===== config.mk =====
export PLATFORM = sky130hd
export DESIGN_NAME = mac_array_ctrl
export DESIGN_NICKNAME = d
export VERILOG_FILES = /design/src/rtl/mac_array_ctrl.sv
export SDC_FILE = /design/constraint.sdc
export NUM_CORES = 1
export LEC_CHECK = 0
export BUFFER_PORTS_ARGS = -buffer_cell sky130_fd_sc_hd__buf_2
export CAP_MARGIN = 5
export CORE_MARGIN = 5
export CORE_UTILIZATION = 50
export CTS_CLUSTER_DIAMETER = 100
export CTS_CLUSTER_SIZE = 20
export DETAILED_ROUTE_END_ITERATION = 12
export HOLD_SLACK_MARGIN = 0.06
export PLACE_DENSITY = 0.76
export SYNTH_ARGS = -nofsm -noshare
export SYNTH_HDL_FRONTEND = slang
export SYNTH_SLANG_ARGS = --single-unit

===== constraint.sdc =====
create_clock -name clk -period 7.1 [get_ports clk]
set_clock_uncertainty 0.2 [all_clocks]
set_input_delay 0.355 -clock clk [delete_from_list [all_inputs] [get_ports clk]]
set_output_delay 0.355 -clock clk [all_outputs]
set_load 0.03 [all_outputs]

===== src/rtl/mac_array_ctrl.sv =====
// mac_array_ctrl
// Sequencer for a row x col array of mac_tile processing elements.
// On an accepted start it performs these steps in order:
//   1. Clears the array.
//   2. Streams col weights in under the kernel-load instruction.
//   3. Waits for the weights to settle.
//   4. Streams len activation vectors in under the execute instruction.
//   5. Waits for partial sums to drain, then pulses done.
//
// Ports
//   clk          : single clock
//   reset        : synchronous, active-high reset
//   start        : operation request, only honoured in IDLE
//   len          : number of activation vectors (latched on accepted start)
//   w_base       : weight base address (latched on accepted start)
//   x_base       : activation base address (latched on accepted start)
//   rd_en        : SRAM read enable
//   rd_addr      : SRAM read address (holds its last value when rd_en is low)
//   inst_w       : west-edge instruction, [1] execute, [0] kernel load
//   array_reset  : reset to all tiles, re-arms their weight latch
//   busy         : high in every state except IDLE
//   done         : one-cycle completion pulse
//   perf_cycles  : busy-cycle counter, only present with MAC_CTRL_PERF_EN
//
// Optional feature macro: MAC_CTRL_PERF_EN adds the perf_cycles output.
//
// All outputs are registered. Each output register is loaded from a decode
// of the next state, so the outputs line up with the state register.

module mac_array_ctrl #(
  parameter int row     = 8,
  parameter int col     = 8,
  parameter int addr_bw = 11,
  parameter int len_bw  = 8
) (
  input  logic               clk,
  input  logic               reset,
  input  logic               start,
  input  logic [len_bw-1:0]  len,
  input  logic [addr_bw-1:0] w_base,
  input  logic [addr_bw-1:0] x_base,
  output logic               rd_en,
  output logic [addr_bw-1:0] rd_addr,
  output logic [1:0]         inst_w,
  output logic               array_reset,
  output logic               busy,
  output logic               done
`ifdef MAC_CTRL_PERF_EN
  ,
  output logic [31:0]        perf_cycles
`endif
);

  // The counter must cover the longest phase.
  // The drain phase is always at least as long as the gap phase.
  // Execute can last up to 2^len_bw - 1 cycles.
  localparam int GAP_LEN   = col + 1;
  localparam int DRAIN_LEN = row + col + 1;
  localparam int EXEC_MAX  = (1 << len_bw) - 1;
  localparam int CNT_MAX0  = (GAP_LEN > DRAIN_LEN) ? GAP_LEN : DRAIN_LEN;
  localparam int CNT_MAX   = (CNT_MAX0 > EXEC_MAX) ? CNT_MAX0 : EXEC_MAX;
  localparam int CNT_BW    = $clog2(CNT_MAX + 1);

  typedef enum logic [2:0] {
    IDLE, CLEAR, LOAD, GAP, EXEC, DRAIN, DONE
  } state_t;

  state_t              state_q, state_d;
  logic [CNT_BW-1:0]   cnt_q, cnt_d;
  logic [len_bw-1:0]   len_q, len_d;
  logic [addr_bw-1:0]  w_base_q, w_base_d;
  logic [addr_bw-1:0]  x_base_q, x_base_d;
  logic                rd_en_q, rd_en_d;
  logic [addr_bw-1:0]  rd_addr_q, rd_addr_d;
  logic [1:0]          inst_w_q, inst_w_d;
  logic                array_reset_q, array_reset_d;
  logic                busy_q, busy_d;
  logic                done_q, done_d;

  // Next-state logic.
  // cnt counts cycles spent in the current phase and restarts at zero on
  // every phase change.
  // With len == 0 there is nothing to execute, so GAP goes straight to DONE.
  always_comb begin
    state_d  = state_q;
    cnt_d    = cnt_q;
    len_d    = len_q;
    w_base_d = w_base_q;
    x_base_d = x_base_q;
    case (state_q)
      IDLE: begin
        if (start) begin
          len_d    = len;
          w_base_d = w_base;
          x_base_d = x_base;
          cnt_d    = '0;
          state_d  = CLEAR;
        end
      end
      CLEAR: begin
        cnt_d   = '0;
        state_d = LOAD;
      end
      LOAD: begin
        if (cnt_q == CNT_BW'(col - 1)) begin
          cnt_d   = '0;
          state_d = GAP;
        end else begin
          cnt_d = cnt_q + CNT_BW'(1);
        end
      end
      GAP: begin
        if (cnt_q == CNT_BW'(col)) begin
          cnt_d   = '0;
          state_d = (len_q == '0) ? DONE : EXEC;
        end else begin
          cnt_d = cnt_q + CNT_BW'(1);
        end
      end
      EXEC: begin
        if (cnt_q == CNT_BW'(len_q) - CNT_BW'(1)) begin
          cnt_d   = '0;
          state_d = DRAIN;
        end else begin
          cnt_d = cnt_q + CNT_BW'(1);
        end
      end
      DRAIN: begin
        if (cnt_q == CNT_BW'(row + col)) begin
          cnt_d   = '0;
          state_d = DONE;
        end else begin
          cnt_d = cnt_q + CNT_BW'(1);
        end
      end
      DONE: begin
        cnt_d   = '0;
        state_d = IDLE;
      end
      default: begin
        cnt_d   = '0;
        state_d = IDLE;
      end
    endcase
  end

  // Output decode, taken from the next state so the registered outputs
  // coincide with the state they describe.
  // The read address advances with the phase counter and otherwise holds.
  // inst_w re-times this cycle's read type by one cycle to match the SRAM
  // read latency. Only one read type is active at a time, so the two
  // instruction bits are never set together.
  always_comb begin
    rd_en_d       = (state_d == LOAD) || (state_d == EXEC);
    rd_addr_d     = rd_addr_q;
    if (state_d == LOAD) begin
      rd_addr_d = w_base_d + addr_bw'(cnt_d);
    end else if (state_d == EXEC) begin
      rd_addr_d = x_base_d + addr_bw'(cnt_d);
    end
    inst_w_d      = {rd_en_q && (state_q == EXEC), rd_en_q && (state_q == LOAD)};
    array_reset_d = (state_d == CLEAR);
    busy_d        = (state_d != IDLE);
    done_d        = (state_d == DONE);
  end

  // State and output registers.
  always_ff @(posedge clk) begin
    if (reset) begin
      state_q       <= IDLE;
      cnt_q         <= '0;
      len_q         <= '0;
      w_base_q      <= '0;
      x_base_q      <= '0;
      rd_en_q       <= 1'b0;
      rd_addr_q     <= '0;
      inst_w_q      <= 2'b00;
      array_reset_q <= 1'b0;
      busy_q        <= 1'b0;
      done_q        <= 1'b0;
    end else begin
      state_q       <= state_d;
      cnt_q         <= cnt_d;
      len_q         <= len_d;
      w_base_q      <= w_base_d;
      x_base_q      <= x_base_d;
      rd_en_q       <= rd_en_d;
      rd_addr_q     <= rd_addr_d;
      inst_w_q      <= inst_w_d;
      array_reset_q <= array_reset_d;
      busy_q        <= busy_d;
      done_q        <= done_d;
    end
  end

  assign rd_en       = rd_en_q;
  assign rd_addr     = rd_addr_q;
  assign inst_w      = inst_w_q;
  assign array_reset = array_reset_q;
  assign busy        = busy_q;
  assign done        = done_q;

`ifdef MAC_CTRL_PERF_EN
  logic [31:0] perf_cycles_q, perf_cycles_d;

  // Counts the cycles for which busy is high.
  // The count restarts on an accepted start and holds while idle.
  always_comb begin
    perf_cycles_d = perf_cycles_q;
    if (state_q == IDLE && start) begin
      perf_cycles_d = '0;
    end else if (busy_q) begin
      perf_cycles_d = perf_cycles_q + 32'd1;
    end
  end

  always_ff @(posedge clk) begin
    if (reset) begin
      perf_cycles_q <= '0;
    end else begin
      perf_cycles_q <= perf_cycles_d;
    end
  end

  assign perf_cycles = perf_cycles_q;
`endif

endmodule


==> impl_results.html <==
<table>
<tr><th>Metric</th><th>Value</th></tr>
<tr><th colspan="2">Synthesis</th></tr>
<tr><td>Post-synthesis net count</td><td>452</td></tr>
<tr><td>FF+latch count, synth</td><td>58</td></tr>
<tr><td>Avg Synthesized Cell Area</td><td>7.83 sq um</td></tr>
<tr><td>Proportion of netlist area held by the largest area contributor</td><td>0.364</td></tr>
<tr><td>Number of standard cells after synthesis</td><td>about 400</td></tr>
<tr><td>Count leader, synth</td><td>nand2_1</td></tr>
<tr><td>Synth area leaders</td><td>dfxtp_1 36%, nand2_1 10%, a21oi_1 6.1%</td></tr>
<tr><td>Dominant cell type by area after synthesis</td><td>dfxtp_1</td></tr>
<tr><td>Synth top cells by count</td><td>86 x nand2_1, 58 x dfxtp_1, 39 x a21oi_1</td></tr>
<tr><td>Syn Std Cell Area</td><td>3190 sq um</td></tr>
<tr><td>Dominant synthesized flop cell</td><td>dfxtp_1</td></tr>
<tr><td>Share of async-settable or async-resettable flops after synthesis</td><td>0</td></tr>
<tr><td>EDFF count, synth</td><td>0</td></tr>
<tr><td>Number of unique standard cell types used by synthesis</td><td>58</td></tr>
<tr><td>Register area share after synthesis</td><td>0.364</td></tr>
<tr><td>Number of synthesis warnings</td><td>0</td></tr>
<tr><th colspan="2">Placed design</th></tr>
<tr><td>Port Buffers</td><td>around 50</td></tr>
<tr><td>Placed cell areas</td><td>3430 sq um</td></tr>
<tr><td>Global placement routability congestion</td><td>0.919</td></tr>
<tr><td>Placed wire-length estimate after detailed placement</td><td>5.48 mm</td></tr>
<tr><th colspan="2">Worst setup path</th></tr>
<tr><td>Largest fanout on the critical path</td><td>12</td></tr>
<tr><td>Delay of the slowest cell on the worst path</td><td>0.57 ns</td></tr>
<tr><td>Sequence of cells on the critical path</td><td>or3b_2 -&gt; nor4_1 -&gt; a311oi_2 -&gt; a2111oi_4 -&gt; o21ai_1 -&gt; a22oi_1 -&gt; inv_1 -&gt; ha_1 -&gt; a211oi_1 -&gt; nor2_1 -&gt; o31a_1 -&gt; o21ai_0 -&gt; a211oi_1 -&gt; xor2_1 -&gt; a211oi_1</td></tr>
<tr><td>Data arrival time of the critical path</td><td>a little under 5 ns</td></tr>
<tr><td>Crit path top cell by count</td><td>a211oi_1</td></tr>
<tr><td>Data required time of the worst path</td><td>7.13 ns</td></tr>
<tr><td>CP Class</td><td>flop to flop</td></tr>
<tr><td>Worst Setup Start Kind</td><td>flop</td></tr>
<tr><td>Critical path's slowest cell</td><td>dfxtp_1</td></tr>
<tr><td>Kind of capture point of the worst setup path</td><td>flop</td></tr>
<tr><th colspan="2">Drt</th></tr>
<tr><td>Final ANT Viol Nets</td><td>0</td></tr>
<tr><td>DRC violation total after the first TritonRoute iteration</td><td>221</td></tr>
<tr><td>DR WL/cell</td><td>14.6 microns</td></tr>
<tr><td>TritonRoute pass-1 iters</td><td>4</td></tr>
<tr><td>Total wirelength of the detailed-routed design</td><td>7.86 mm</td></tr>
<tr><td>Post-detailed-route DRC marker count</td><td>0</td></tr>
<tr><td>Drt via density</td><td>about 5.6</td></tr>
<tr><td>Overall via count from detail_route</td><td>3041</td></tr>
<tr><th colspan="2">Die</th></tr>
<tr><td>Core Area</td><td>6280 sq um</td></tr>
<tr><td>Die height</td><td>around 90 microns</td></tr>
<tr><td>Area of the die</td><td>around 8100 sq um</td></tr>
<tr><td>Top-level port count</td><td>50</td></tr>
<tr><td>Floorplan row count</td><td>29</td></tr>
<tr><td>Initial Util</td><td>0.507</td></tr>
<tr><td>Floorplan die width</td><td>between 80 and 90 microns</td></tr>
<tr><th colspan="2">Timing</th></tr>
<tr><td>Max-Slew Margin vs Limit</td><td>0.301</td></tr>
<tr><td>Transition at the pin with the smallest max-transition slack</td><td>1.05 ns</td></tr>
<tr><td>Number of max-slew violations in the final report</td><td>0</td></tr>
<tr><td>Fmax achieved</td><td>roughly 0.21 GHz</td></tr>
<tr><td>Final Setup Violations</td><td>0</td></tr>
<tr><td>Setup repair after global routing missed its margin</td><td>no</td></tr>
<tr><td>Count of endpoints failing hold in the final timing report</td><td>0</td></tr>
<tr><td>Shortest clock period the worst path allows after layout</td><td>4.77 ns</td></tr>
<tr><td>Setup TNS</td><td>0 ns</td></tr>
<tr><td>Final Cycle Share</td><td>0.673</td></tr>
<tr><th colspan="2">Layout</th></tr>
<tr><td>Area growth from synthesis to final layout</td><td>19.0%</td></tr>
<tr><td>Antenna diode count</td><td>0</td></tr>
<tr><td>Fill count</td><td>566</td></tr>
<tr><td>Net total in the final layout</td><td>just over 500</td></tr>
<tr><td>Ratio of cells with drive above 1 in the final layout</td><td>0.171</td></tr>
<tr><td>Design Area, Final</td><td>between 3000 and 4000 sq um</td></tr>
<tr><th colspan="2">Pwr</th></tr>
<tr><td>Worst vdd rail ir drop</td><td>211 uV</td></tr>
<tr><td>Leak pwr</td><td>1.62 nW</td></tr>
<tr><td>Overall power of the completed layout</td><td>0.880 mW</td></tr>
<tr><td>Total power divided by cell area</td><td>232 nW/um^2</td></tr>
<tr><th colspan="2">Clock network</th></tr>
<tr><td>Number of CTS-inserted buffers</td><td>9</td></tr>
<tr><td>Clock network latency to the later pin of the worst-skew pair</td><td>0.34 ns</td></tr>
<tr><td>Root Driver</td><td>clkbuf_8</td></tr>
<tr><td>CTS tree</td><td>yes</td></tr>
<tr><td>Post-CTS setup buffer count</td><td>0</td></tr>
<tr><td>Deepest level of the CTS H-tree</td><td>3</td></tr>
<tr><td>Number of clock sinks</td><td>58</td></tr>
<tr><td>Maximum count of clock buffers along a single path</td><td>2</td></tr>
<tr><td>Clock-pin slew of the registers on the worst-case setup and hold paths</td><td>0.08 ns</td></tr>
<tr><td>Quantity of gates resized following cts</td><td>0</td></tr>
<tr><th colspan="2">Flow run</th></tr>
<tr><td>Max Cap Violations</td><td>0</td></tr>
<tr><th colspan="2">Global routing</th></tr>
<tr><td>Overall fraction of global-route tracks in use</td><td>0.195</td></tr>
<tr><td>Maximum number of pins on one net before global-route repair</td><td>59</td></tr>
<tr><td>First-pass GRT wire length</td><td>13.3 mm</td></tr>
<tr><td>Number of antenna violations at the first check in global routing</td><td>0</td></tr>
<tr><td>Overflow after GRT</td><td>0</td></tr>
<tr><td>Via count of the first global-routing pass</td><td>2823</td></tr>
<tr><th colspan="2">Min path</th></tr>
<tr><td>Path type of the worst min-delay path</td><td>input port to flop</td></tr>
<tr><th colspan="2">Status</th></tr>
<tr><td>Status</td><td>finished, final reports clean</td></tr>
</table>
-- path summary, 6_finish.rpt --
| kind | slack, ns | end | cells past startpoint | startpoint |
|---|---|---|---|---|
| setup / recovery | 2.33 | rd_addr[9]$_SDFFE_PP0P_ | 15 | cnt_q[5]$_SDFF_PP0_ |
| setup reg to reg | 2.33 | rd_addr[9]$_SDFFE_PP0P_ | 15 | cnt_q[5]$_SDFF_PP0_ |
| hold / removal | 0.07 | len_q[6]$_SDFFE_PP0P_ | 3 | len[6] |
| hold reg to reg | 0.25 | rd_addr[3]$_SDFFE_PP0P_ | 2 | rd_addr[3]$_SDFFE_PP0P_ |
-- cells in the final DEF (no fill, tap or decap), drive strengths merged, types with 5 or more instances in the layout --
master        n
a211oi        9
a21oi        40
a31oi         7
buf          50
clkbuf       11
dfxtp        58
dlygate4sd3  14
ha           11
inv           9
mux2i        11
nand2        86
nand3        15
nand4         6
nor2         34
nor2b         8
o21ai        19
or2           5
xnor2         6
xor2          8
-- through the flow --
stage / cells / worst slack (ns) / utilization / hold WS, ns
finish: 540 / 2.33 / 0.604 / 0.0689
global route: 540 / 1.87 / 0.604 / 0.0627
CTS: 539 / 2.38 / 0.602 / 0.0601
detailed placement: 510 / 2.41 / 0.547 / 0.245
global placement: 510 / 2.64 / 0.547 / 0.239
floorplan: 407 / 3.16 / - / 0.232
-- worst max-delay path, delay by kind of cell, from the launching register on --
kind	cells	cell delay [ns]
buf+inv	1	0.08
simple gates	3	0.82
xor+xnor	1	0.19
flops	1	0.57
compound gates	9	2.48
fa+ha+maj	1	0.33
-- power by group --
part | internal [mW] | switching, mW | total (mW)
combinational | 0.0681 | 0.104 | 0.173
clock | 0.206 | 0.139 | 0.345
sequential | 0.346 | 0.0169 | 0.363
total | 0.620 | 0.260 | 0.880
-- routing by layer --
layer / track usage / vias up / wire [microns]
met4: 0.0856 / 0 / 111
met2: 0.301 / 92 / 3630
met1: 0.265 / 1409 / 3710
li1: - / 1528 / -
met3: 0.0376 / 12 / 400
met5: 0 / - / 0
-- logic make-up after synthesis --
group                    share of synthesized area
XOR/XNOR                                    0.0385
adder cells (fa/ha/maj)                     0.0495
multiplexers                                0.0346
flip-flops                                   0.364
AND/OR/NAND/NOR                              0.261
AO/OA/AOI/OAI                                0.207
buffers and inverters                       0.0448
-- area by class of cell --
type                            instances  area (sq um)  area share
Multi-Input combinational cell        316          1890       0.498
Inverter                                9          33.8     0.00891
Sequential cell                        58          1160       0.306
Clock inverter                          5          77.6      0.0205
Clock buffer                           11           141      0.0373
Timing Repair Buffer                   64           393       0.104
Tap cell                               77          96.3      0.0254
-- flip-flops by register name, indices dropped and copies added, names as in the netlist --
| signal | flops |
|---|---|
| rd_addr | 11 |
| w_base_q | 11 |
| x_base_q | 11 |
| cnt_q | 8 |
| len_q | 8 |
| state_q | 3 |
| inst_w | 2 |
| array_reset | 1 |
| busy | 1 |
| done | 1 |
| rd_en | 1 |
-- timing repair --
action	4_1_cts	5_1_grt
endpoints found under the setup margin	0	0
endpoints found under the hold margin	13	1
hold buffers	13	1
Power figures use the tool's default switching activity.
